[src/rtl/fsm_pkg.sv]
// Shared constants for the table-driven state machine: the standard default
// next-state and output tables, plus helpers that map them onto any table size.
package fsm_pkg;

  localparam int DEF_ROWS = 6;
  localparam int DEF_COLS = 4;

  // Rows are source states S0..S5, columns are input symbols 0..3.
  localparam int DEFAULT_NTAB [DEF_ROWS][DEF_COLS] = '{
    '{0, 1, 2, 3},
    '{0, 3, 1, 5},
    '{1, 3, 2, 4},
    '{1, 0, 4, 5},
    '{0, 1, 2, 5},
    '{1, 4, 0, 5}
  };

  // Bit i is output bit0 for state i.
  localparam logic [DEF_ROWS-1:0] DEFAULT_OTAB = 6'b010101;

  function automatic int default_next(int state, int sym, int num_states, int reset_state);
    int n;
    if (state < DEF_ROWS && sym < DEF_COLS) n = DEFAULT_NTAB[state][sym];
    else n = state;
    if (n >= num_states) n = reset_state;
    return n;
  endfunction

  function automatic int default_out(int state);
    if (state < DEF_ROWS) return DEFAULT_OTAB[state] ? 1 : 0;
    return 0;
  endfunction

endpackage

[src/rtl/fsm_cfg_table.sv]
// Register-array lookup table: one write port, one asynchronous read port,
// and a synchronous reload of caller-supplied default contents.
module fsm_cfg_table #(
  parameter int AW = 3,
  parameter int DW = 1
) (
  input  logic                       clk,
  input  logic                       reset,
  input  logic                       we,
  input  logic [AW-1:0]              waddr,
  input  logic [DW-1:0]              wdata,
  input  logic [AW-1:0]              raddr,
  output logic [DW-1:0]              rdata,
  input  logic [(2**AW)-1:0][DW-1:0] init_data
);

  localparam int DEPTH = 2 ** AW;

  logic [DW-1:0] mem_reg [DEPTH];

  always_ff @(posedge clk) begin
    if (reset) begin
      for (int i = 0; i < DEPTH; i++) mem_reg[i] <= init_data[i];
    end else if (we) begin
      mem_reg[waddr] <= wdata;
    end
  end

  // Asynchronous read: a same-cycle write is only visible after the edge.
  assign rdata = mem_reg[raddr];

endmodule

[src/rtl/table_fsm.sv]
// Table-driven Moore state machine with run-time rewritable tables, input
// qualification, dwell counting, transition pulse and illegal-state recovery.
module table_fsm
  import fsm_pkg::*;
#(
  parameter int NUM_STATES  = 6,
  parameter int STATE_W     = $clog2(NUM_STATES),
  parameter int IN_W        = 2,
  parameter int OUT_W       = 1,
  parameter int RESET_STATE = 0,
  parameter int DWELL_W     = 8
) (
  input  logic               clk,
  input  logic               reset,
  input  logic               in_valid,
  input  logic [IN_W-1:0]    input_signal,
  input  logic               cfg_we,
  input  logic [STATE_W-1:0] cfg_state,
  input  logic [IN_W-1:0]    cfg_sym,
  input  logic [STATE_W-1:0] cfg_next,
  input  logic               cfg_out_we,
  input  logic [OUT_W-1:0]   cfg_out,
  output logic               cfg_err,
  output logic [STATE_W-1:0] current_state,
  output logic [OUT_W-1:0]   output_signal,
  output logic               state_changed,
  output logic [DWELL_W-1:0] dwell_count
);

  localparam int NTAB_AW    = STATE_W + IN_W;
  localparam int NTAB_DEPTH = 2 ** NTAB_AW;
  localparam int OTAB_DEPTH = 2 ** STATE_W;
  localparam int NUM_SYMS   = 2 ** IN_W;

  // One extra bit so NUM_STATES itself is representable for the range checks.
  localparam logic [STATE_W:0]   NUM_STATES_W = (STATE_W + 1)'(NUM_STATES);
  localparam logic [STATE_W-1:0] RESET_S      = STATE_W'(RESET_STATE);

  logic [NTAB_DEPTH-1:0][STATE_W-1:0] ntab_init;
  logic [OTAB_DEPTH-1:0][OUT_W-1:0]   otab_init;

  genvar gi;
  generate
    for (gi = 0; gi < NTAB_DEPTH; gi++) begin : g_ntab_init
      assign ntab_init[gi] = STATE_W'(default_next(gi / NUM_SYMS, gi % NUM_SYMS,
                                                   NUM_STATES, RESET_STATE));
    end
    for (gi = 0; gi < OTAB_DEPTH; gi++) begin : g_otab_init
      assign otab_init[gi] = OUT_W'(default_out(gi));
    end
  endgenerate

  logic [STATE_W-1:0] state_reg, state_next;
  logic [DWELL_W-1:0] dwell_reg, dwell_next;
  logic               changed_reg, changed_next;
  logic               err_reg;
  logic               cfg_bad, ntab_we, otab_we, state_legal;
  logic [STATE_W-1:0] ntab_rdata;
  logic [OUT_W-1:0]   otab_rdata;

  // A rejected request blocks both table writes, not just the offending one.
  assign cfg_bad = (cfg_we || cfg_out_we) &&
                   (({1'b0, cfg_state} >= NUM_STATES_W) ||
                    (cfg_we && ({1'b0, cfg_next} >= NUM_STATES_W)));
  assign ntab_we = cfg_we && !cfg_bad;
  assign otab_we = cfg_out_we && !cfg_bad;

  fsm_cfg_table #(.AW(NTAB_AW), .DW(STATE_W)) u_ntab (
    .clk       (clk),
    .reset     (reset),
    .we        (ntab_we),
    .waddr     ({cfg_state, cfg_sym}),
    .wdata     (cfg_next),
    .raddr     ({state_reg, input_signal}),
    .rdata     (ntab_rdata),
    .init_data (ntab_init)
  );

  fsm_cfg_table #(.AW(STATE_W), .DW(OUT_W)) u_otab (
    .clk       (clk),
    .reset     (reset),
    .we        (otab_we),
    .waddr     (cfg_state),
    .wdata     (cfg_out),
    .raddr     (state_reg),
    .rdata     (otab_rdata),
    .init_data (otab_init)
  );

  assign state_legal = ({1'b0, state_reg} < NUM_STATES_W);

  always_comb begin
    state_next = state_reg;
    dwell_next = dwell_reg;
    if (!state_legal) begin
      state_next = RESET_S;
      dwell_next = '0;
    end else if (in_valid) begin
      state_next = ntab_rdata;
      if (ntab_rdata != state_reg) dwell_next = '0;
      else if (dwell_reg != '1)    dwell_next = dwell_reg + DWELL_W'(1);
    end
    changed_next = (state_next != state_reg);
  end

  always_ff @(posedge clk) begin
    if (reset) begin
      state_reg   <= RESET_S;
      dwell_reg   <= '0;
      changed_reg <= 1'b0;
      err_reg     <= 1'b0;
    end else begin
      state_reg   <= state_next;
      dwell_reg   <= dwell_next;
      changed_reg <= changed_next;
      err_reg     <= cfg_bad;
    end
  end

  assign current_state = state_reg;
  assign output_signal = state_legal ? otab_rdata : '0;
  assign state_changed = changed_reg;
  assign dwell_count   = dwell_reg;
  assign cfg_err       = err_reg;

endmodule
[config.mk]
export PLATFORM = sky130hd
export DESIGN_NAME = table_fsm
export DESIGN_NICKNAME = d
export VERILOG_FILES = /design/src/rtl/fsm_pkg.sv /design/src/rtl/fsm_cfg_table.sv /design/src/rtl/table_fsm.sv
export SDC_FILE = /design/constraint.sdc
export NUM_CORES = 1
export LEC_CHECK = 0
export ABC_AREA = 1
export BUFFER_PORTS_ARGS = -buffer_cell sky130_fd_sc_hd__buf_2
export CORE_AREA = 2 2 106 108
export DETAILED_ROUTE_END_ITERATION = 8
export DIE_AREA = 0 0 108 110
export PLACE_DENSITY = 0.78
export SETUP_SLACK_MARGIN = 0.3
export SYNTH_ARGS = -nofsm -noshare
export SYNTH_HDL_FRONTEND = slang
export SYNTH_HIERARCHICAL = 1
export SYNTH_SLANG_ARGS = --single-unit
[constraint.sdc]
create_clock -name clk -period 2.44 [get_ports clk]
set_input_delay 0.488 -clock clk [delete_from_list [all_inputs] [get_ports clk]]
set_output_delay 0.488 -clock clk [all_outputs]
set_load 0.005 [all_outputs]
==> summary.txt, run 1 <==
Global routing
  • Initial antenna violation count: 0
  • Routing usage on met3: 5.82%
  • Vias in the first global route: 5,728
  • Pin count of the biggest net entering global routing: 33
  • Most used routing layer: met2
  • GRT Util Overall: 29.6%
  • GR Overflow Total: 0
  • GRT met2 Usage: 51.0%
  • Met1 GRT Util: 35.6%
  • First-pass GRT wire length: 26,500 um

Yosys
  • Total of warnings raised by yosys: 6
  • Dominant cells by area after synthesis: edfxtp_1, nand2_1, nand3_1
  • Post-synth ARST share: 0%
  • Post-synth EDFFs: 104
  • Netlist cell types: 30
  • Post-Syn Area: 0.00656 mm2
  • Avg Inst Size Synth: 7.83 um2
  • Top-count cell post-synth: nand2_1
  • Dominant cell type by area after synthesis: edfxtp_1
  • Register area share after synthesis: 51.6%
  • Synth Instances: 837
  • Post-synth top cells: nand2_1, edfxtp_1, nand3_1
  • Post-synth top flop: edfxtp_1
  • Yosys reg bits: 117
  • Yosys top cell area share: 47.6%

Setup path
  • Crit path cell chain: clkinvlp_4, buf_12, nand3_1, nand2_1, nand2_1, nand2_1, nand2_1, nand2_2, xnor2_4, buf_4, nand3_2, nand3_1, nand2_1, inv_1, nor2_1
  • Crit-path max FO: 12
  • CP endpoint kind: flop
  • Most used cell, CP: nand2_1
  • Required time worst endpoint: 2870 ps
  • WP data arrival: 2510 ps
  • CP Launch Type: flop
  • Slowest cell on crit path: dfxtp_4
  • Slowest stage delay, CP: 380 ps
  • Worst R2R Setup Slack: 360 ps
  • R2r endpoint: dwell_count[6]
  • Worst flop-to-flop path startpoint: current_state[0]
  • CP Buf/Inv Count: 4
  • CP top delay family: simple AND/OR/NAND/NOR gates
  • Reg2reg path depth: 15
  • Setup Crit Path Kind: reg -> reg

Routing
  • Wire per inst: 14.6 um
  • Antenna viol nets, final: 0
  • Initial DRC count: 539
  • Routed wire length: 17,000 um
  • Drt pass-1 iters: 6
  • Via count: 6,243
  • Via/cell ratio: 5.37
  • Drt drc: 0

STA
  • Final setup viols: 0
  • Max Clock Freq: 0.480 GHz
  • Worst-Margin Slew: 489 ps
  • Rel. slew slack: 67.1%
  • Hold slack: 217 ps
  • Tmin final: 2080 ps
  • Hold Fails Final Rpt: 0
  • Slew Viols, Final: 0
  • Setup WS post-layout: 358 ps
  • Share of the clock period used by the worst path after layout: 85.3%
  • Final setup TNS: 0 ps
  • RSZ-0062 raised after global routing: true
  • Clock skew: 6.99 ps

Power and ir drop
  • Comb pwr share: 17.4%
  • Power Dens Cells: 683 mW/mm2
  • VDD IR-drop max: 0.437 mV
  • Tot Pwr: 5.69 mW
  • Register share of total power: 42.7%
  • Sw power: 1.53 mW
  • Pint: 4.16 mW
  • Clock power frac: 39.9%
  • Leakage: 3.95 nW
  • Switch share: 26.8%

CTS
  • Htree depth: 4
  • Inserted Clock Buffers: 17
  • TritonCTS clock tree: done
  • Root Driver: clkbuf_8
  • Clock transition at path regs: 50 ps
  • Clock tree sinks: 117
  • Cts hold-fix bufs: 0
  • Clock Latency Late Sink: 530 ps
  • Clock buffer depth: 2

Layout
  • Fin nets: 1,027
  • # fillers: 757
  • Post-Layout Cell Count: 1,162
  • Syn-to-layout area delta: 27.1%
  • Fraction of layout cells with a size suffix above 1: 15.6%
  • Multi-input logic area: 0.00330 mm2
  • Register area: 0.00339 mm2
  • Antenna cells: 0
  • Final core occ: 77.9%
  • Fin area: 0.00833 mm2
  • Largest register FFs: 96

Placement
  • Post-detail-place hpwl: 10,900 um
  • Setup WS pre-CTS: -72.2 ps
  • DP Area: 0.00757 mm2
  • Final GP Congestion: 0.877
  • Placed cells: 1,122
  • Buffers on Ports: 29

Floorplanning
  • Top-Level Pins: 30
  • Die Span Y: 110 um
  • Core area: 0.0107 mm2
  • Die Wd: 108 um
  • Placement row count: 38
  • Starting Density: 61.3%
  • Die area: 0.0119 mm2

Run status
  • Status: complete, no violations

Min path
  • Hold Path Sink: cfg_err
  • Hold_sp: reset
  • Cell depth of the worst hold path: 2
  • Hold Path Class: in -> reg

Flow run
  • Max_cap viols: 0
==> cells in the final DEF, fill, tap and decap left out, drive strengths merged <==
cell type	instances
dfxtp	13
a21oi	4
buf	83
a31oi	1
nor2	31
nand3	100
xnor2	1
ha	1
clkinv	10
a211oi	2
nand2	369
clkbuf	18
nor3	12
edfxtp	104
bufinv	2
clkinvlp	2
o21ai	107
nand3b	1
inv	56
o21a	1
conb	104
==> metal layers <==
layer,share of wire [%],up-vias
met2,50,308
li1,-,3035
met4,3.4,0
met3,9.3,55
met1,37,2845
met5,0,-
==> area by class of cell <==
| class | count | share of cell area (%) |
|---|---|---|
| multi-input cells | 734 | 39.6 |
| inverters | 57 | 2.70 |
| well taps | 140 | 2.10 |
| clock buffers | 18 | 5.02 |
| clock inverters | 13 | 1.40 |
| flip-flops and latches | 117 | 40.7 |
| repair buffers | 83 | 8.53 |
==> power by group through the flow <==
stage | clock [mW] | combinational (mW) | sequential, mW
after floorplan | 0 | 0.578 | 2.45
after global placement | 0 | 0.811 | 2.46
after detailed placement | 0 | 0.834 | 2.46
after CTS | 2.27 | 0.877 | 2.43
after global routing | 2.38 | 1.10 | 2.44
final | 2.27 | 0.989 | 2.43
==> worst max-delay path by stage <==
stage / depth (start not counted) / slack (ps) / startpoint / end
final: 15 / 360 / current_state[0] / dwell_count[6]
after CTS: 10 / 300 / current_state[0] / output_signal
after global placement: 20 / 10 / input_signal[0] / dwell_count[4]
after floorplan: 19 / 310 / input_signal[0] / dwell_count[2]
after detailed placement: 20 / -70 / input_signal[0] / dwell_count[3]
after global routing: 10 / 260 / current_state[0] / output_signal
==> logic make-up (layout without fill, tap and decap cells) <==
group | after synthesis | in the layout | synth area share (%)
fa+ha+maj | 1 | 1 | 0.191
simple gates | 512 | 513 | 33.5
other cells | 2 | 104 | 0.115
flops | 117 | 117 | 51.6
buf+inv | 89 | 171 | 5.42
compound gates | 115 | 115 | 8.91
xor+xnor | 1 | 1 | 0.248
==> repair_timing <==
item / CTS / global route
setup endpoints to repair: 9 / 10
pin swaps: 0 / 15
setup buffers: 3 / 3
gates resized for setup: 6 / 35
cloned: 1 / 2
endpoints found under the hold margin: 0 / 0
Note: power is estimated with default switching activity, not from simulation.
==> inputs of run 2 (changes only) <==
ABC_AREA = not set   (was 1)
CORE_AREA = 2 2 105 107   (was 2 2 106 108)
DIE_AREA = 0 0 107 109   (was 0 0 108 110)
==> run 2 against run 1 <==
The run now ends with negative setup slack left. Global-route usage fell by 0.95 points. Sequential power barely moved. Final cell count fell by 34%. Die area fell by 1.8%. Critical path type unchanged.
==> summary.txt, run 2 <==
Global routing
  • Initial antenna violation count: 0 (unchanged)
  • GRT Util Overall: 28.6% (was 29.6%)
  • GR Overflow Total: 0 (unchanged)
  • First-pass GRT wire length: 24,000 um (was 26,500 um)
  • Pin count of the biggest net entering global routing: 33 (unchanged)
  • Vias in the first global route: 4,404 (was 5,728)

Routing
  • Via count: 4,347 (was 6,243)
  • Initial DRC count: 390 (was 539)
  • Wire per inst: 20.1 um (was 14.6 um)
  • Drt drc: 0 (unchanged)
  • Drt pass-1 iters: 5 (was 6)
  • Via/cell ratio: 5.65 (was 5.37)
  • Antenna viol nets, final: 0 (unchanged)
  • Routed wire length: 15,400 um (was 17,000 um)

Min path
  • Hold Path Sink: dwell_count[6] (was cfg_err)
  • Hold_sp: in_valid (was reset)
  • Cell depth of the worst hold path: 2 (unchanged)
  • Hold Path Class: in -> reg (unchanged)

Layout
  • Fin nets: 633 (was 1,027)
  • Fraction of layout cells with a size suffix above 1: 44.8% (was 15.6%)
  • Commonest non-fill, non-tap cell in the layout: mux2_2 (was nand2_1)
  • Largest register FFs: 96 (unchanged)
  • Antenna cells: 0 (unchanged)
  • Post-Layout Cell Count: 769 (was 1,162)
  • Fin area: 0.00809 mm2 (was 0.00833 mm2)
  • Syn-to-layout area delta: 26.3% (was 27.1%)
  • Commonest non-fill, non-tap cells in the layout: mux2_2, conb_1, edfxtp_1 (was nand2_1, conb_1, edfxtp_1)

Floorplanning
  • Top-Level Pins: 30 (unchanged)
  • Die Span Y: 109 um (was 110 um)
  • Die Wd: 107 um (was 108 um)
  • Core area: 0.0106 mm2 (was 0.0107 mm2)
  • Placement row count: 38 (unchanged)
  • Starting Density: 60.4% (was 61.3%)
  • Die area: 0.0117 mm2 (was 0.0119 mm2)

Placement
  • Post-detail-place hpwl: 10,300 um (was 10,900 um)
  • Final GP Congestion: 0.887 (was 0.877)
  • Buffers on Ports: 29 (unchanged)
  • DP Area: 0.00742 mm2 (was 0.00757 mm2)
  • Placed cells: 734 (was 1,122)

STA
  • Slew Viols, Final: 0 (unchanged)
  • Share of the clock period used by the worst path after layout: 121% (was 85.3%)
  • Final setup TNS: -3930 ps (was 0 ps)
  • RSZ-0062 raised after global routing: true (unchanged)
  • Rel. slew slack: 57.0% (was 67.1%)
  • Final setup viols: 10 (was 0)
  • Hold Fails Final Rpt: 0 (unchanged)
  • Max Clock Freq: 0.339 GHz (was 0.480 GHz)
  • Tmin final: 2950 ps (was 2080 ps)
  • Clock skew: 5.72 ps (was 6.99 ps)
  • Worst-Margin Slew: 646 ps (was 489 ps)
  • Setup WS post-layout: -506 ps (was 358 ps)

Setup path
  • Worst flop-to-flop path startpoint: u_ntab/mem_reg[20][1] (was current_state[0])
  • CP endpoint kind: flop (unchanged)
  • Reg2reg path depth: 7 (was 15)
  • Setup Crit Path Kind: reg -> reg (unchanged)
  • Worst R2R Setup Slack: -510 ps (was 360 ps)
  • R2r endpoint: dwell_count[5] (was dwell_count[6])
  • WP data arrival: 3400 ps (was 2510 ps)
  • CP Launch Type: flop (unchanged)
  • Required time worst endpoint: 2890 ps (was 2870 ps)
  • Crit-path max FO: 4 (was 12)

Power and ir drop
  • Clock power frac: 41.6% (was 39.9%)
  • Tot Pwr: 5.72 mW (was 5.69 mW)
  • Comb pwr share: 15.4% (was 17.4%)
  • Leakage: 3.11 nW (was 3.95 nW)
  • Power Dens Cells: 707 mW/mm2 (was 683 mW/mm2)
  • Sw power: 1.34 mW (was 1.53 mW)
  • Pint: 4.38 mW (was 4.16 mW)
  • Switch share: 23.4% (was 26.8%)
  • VDD IR-drop max: 0.672 mV (was 0.437 mV)
  • Register share of total power: 43.0% (was 42.7%)

Yosys
  • Dominant cells by area after synthesis: edfxtp_1, mux2_2, mux4_2 (was edfxtp_1, nand2_1, nand3_1)
  • Netlist cell types: 48 (was 30)
  • Total of warnings raised by yosys: 6 (unchanged)
  • Post-synth top cells: mux2_2, edfxtp_1, mux4_2 (was nand2_1, edfxtp_1, nand3_1)
  • Yosys top cell area share: 48.7% (was 47.6%)
  • Top-count cell post-synth: mux2_2 (was nand2_1)
  • Post-synth ARST share: 0% (unchanged)
  • Post-synth top flop: edfxtp_1 (unchanged)
  • Synth Instances: 439 (was 837)
  • Avg Inst Size Synth: 14.6 um2 (was 7.83 um2)
  • Dominant cell type by area after synthesis: edfxtp_1 (unchanged)
  • Post-synth EDFFs: 104 (unchanged)
  • Register area share after synthesis: 52.8% (was 51.6%)
  • Post-Syn Area: 0.00641 mm2 (was 0.00656 mm2)
  • Yosys reg bits: 117 (unchanged)

CTS
  • Clock buffer depth: 2 (unchanged)
  • Inserted Clock Buffers: 17 (unchanged)
  • Htree depth: 4 (unchanged)
  • Root Driver: clkbuf_8 (unchanged)
  • TritonCTS clock tree: done (unchanged)
  • Clock Latency Late Sink: 520 ps (was 530 ps)
  • Clock tree sinks: 117 (unchanged)
  • Clock transition at path regs: 60 ps (was 50 ps)

Run status
  • Failing checks: negative setup slack
  • Status: finished, violations left (was complete, no violations)

Flow run
  • Max_cap viols: 0 (unchanged)
## run 2: cell count changes after synthesis, moves of 22 or more
cell      before  now
nand2_1      366   23
mux2_2         0  108
nand3_1       92    4
o21ai_0       84    1
inv_1         52    3
mux4_2         0   30
nand2b_1       0   22
o21ai_1       23    1
## run 2: cells by family after synthesis
logic type                 count (synthesis)  synth area share, %
muxes                                    145                 31.1
DFF                                      117                 52.8
and+or+nand+nor                          129                 11.6
buffers and inverters                     24                 1.70
AOI/OAI and AO/OA                         17                 1.86
other                                      2                0.117
adders and majority gates                  1                0.195
xor gates and xnor gates                   4                0.547
## run 2: layout make-up
| class | instances | area [um2] |
|---|---|---|
| Clock inverter | 12 | 136 |
| Multi-Input combinational cell | 400 | 3390 |
| Tap cell | 140 | 175 |
| Clock buffer | 20 | 425 |
| Fill cell | 638 | 2510 |
| Timing Repair Buffer | 77 | 564 |
| Inverter | 3 | 11.3 |
| Sequential cell | 117 | 3390 |
## run 2: layer usage
metal | track usage (%) | vias up | routed length [um]
met3 | 6.28 | 21 | 883
met1 | 36.1 | 2190 | 6240
li1 | - | 1966 | -
met5 | 0 | - | 0
met4 | 9.65 | 0 | 242
met2 | 49.5 | 170 | 8070
## run 2: what timing repair did
action / CTS / global route
resized for setup: 18 / 4
gates cloned: 1 / 0
setup buffers: 1 / 1
pin swaps: 1 / 4
hold buffers: 0 / 0
endpoints found under the setup margin: 10 / 11
## run 2: per-stage QoR
step	util [%]	hold WS [ps]	worst slack (ps)
after floorplan	-	475	-741
after global placement	70.0	477	-910
after detailed placement	70.0	481	-1030
after CTS	76.0	329	-479
after global routing	76.3	349	-591
final	76.3	366	-506
## run 2: power groups by stage
stage	combinational, mW	sequential, mW	clock (mW)
final	0.881	2.46	2.38
after global routing	0.942	2.47	2.51
after CTS	0.840	2.46	2.40
after detailed placement	0.765	2.48	0
after global placement	0.736	2.48	0
after floorplan	0.536	2.45	0
## run 2: critical path, cell delays in order, from the launching register on
cell	delay [ps]
edfxtp_1	410
mux4_2	490
mux4_2	510
mux2_4	310
xor2_2	150
or3_4	410
or4_1	470
a31oi_1	130
## run 2: worst max path at each step
stage                           from             end  slack [ps]  cells past startpoint
2_1_floorplan        input_signal[1]  dwell_count[5]        -740                      9
3_3_place_gp         input_signal[1]  dwell_count[5]        -910                      9
3_5_place_dp         input_signal[1]  dwell_count[4]       -1030                      9
4_1_cts         u_ntab/mem_reg[0][2]  dwell_count[5]        -480                      7
5_1_grt        u_ntab/mem_reg[20][1]  dwell_count[5]        -590                      7
6_report       u_ntab/mem_reg[20][1]  dwell_count[5]        -510                      7
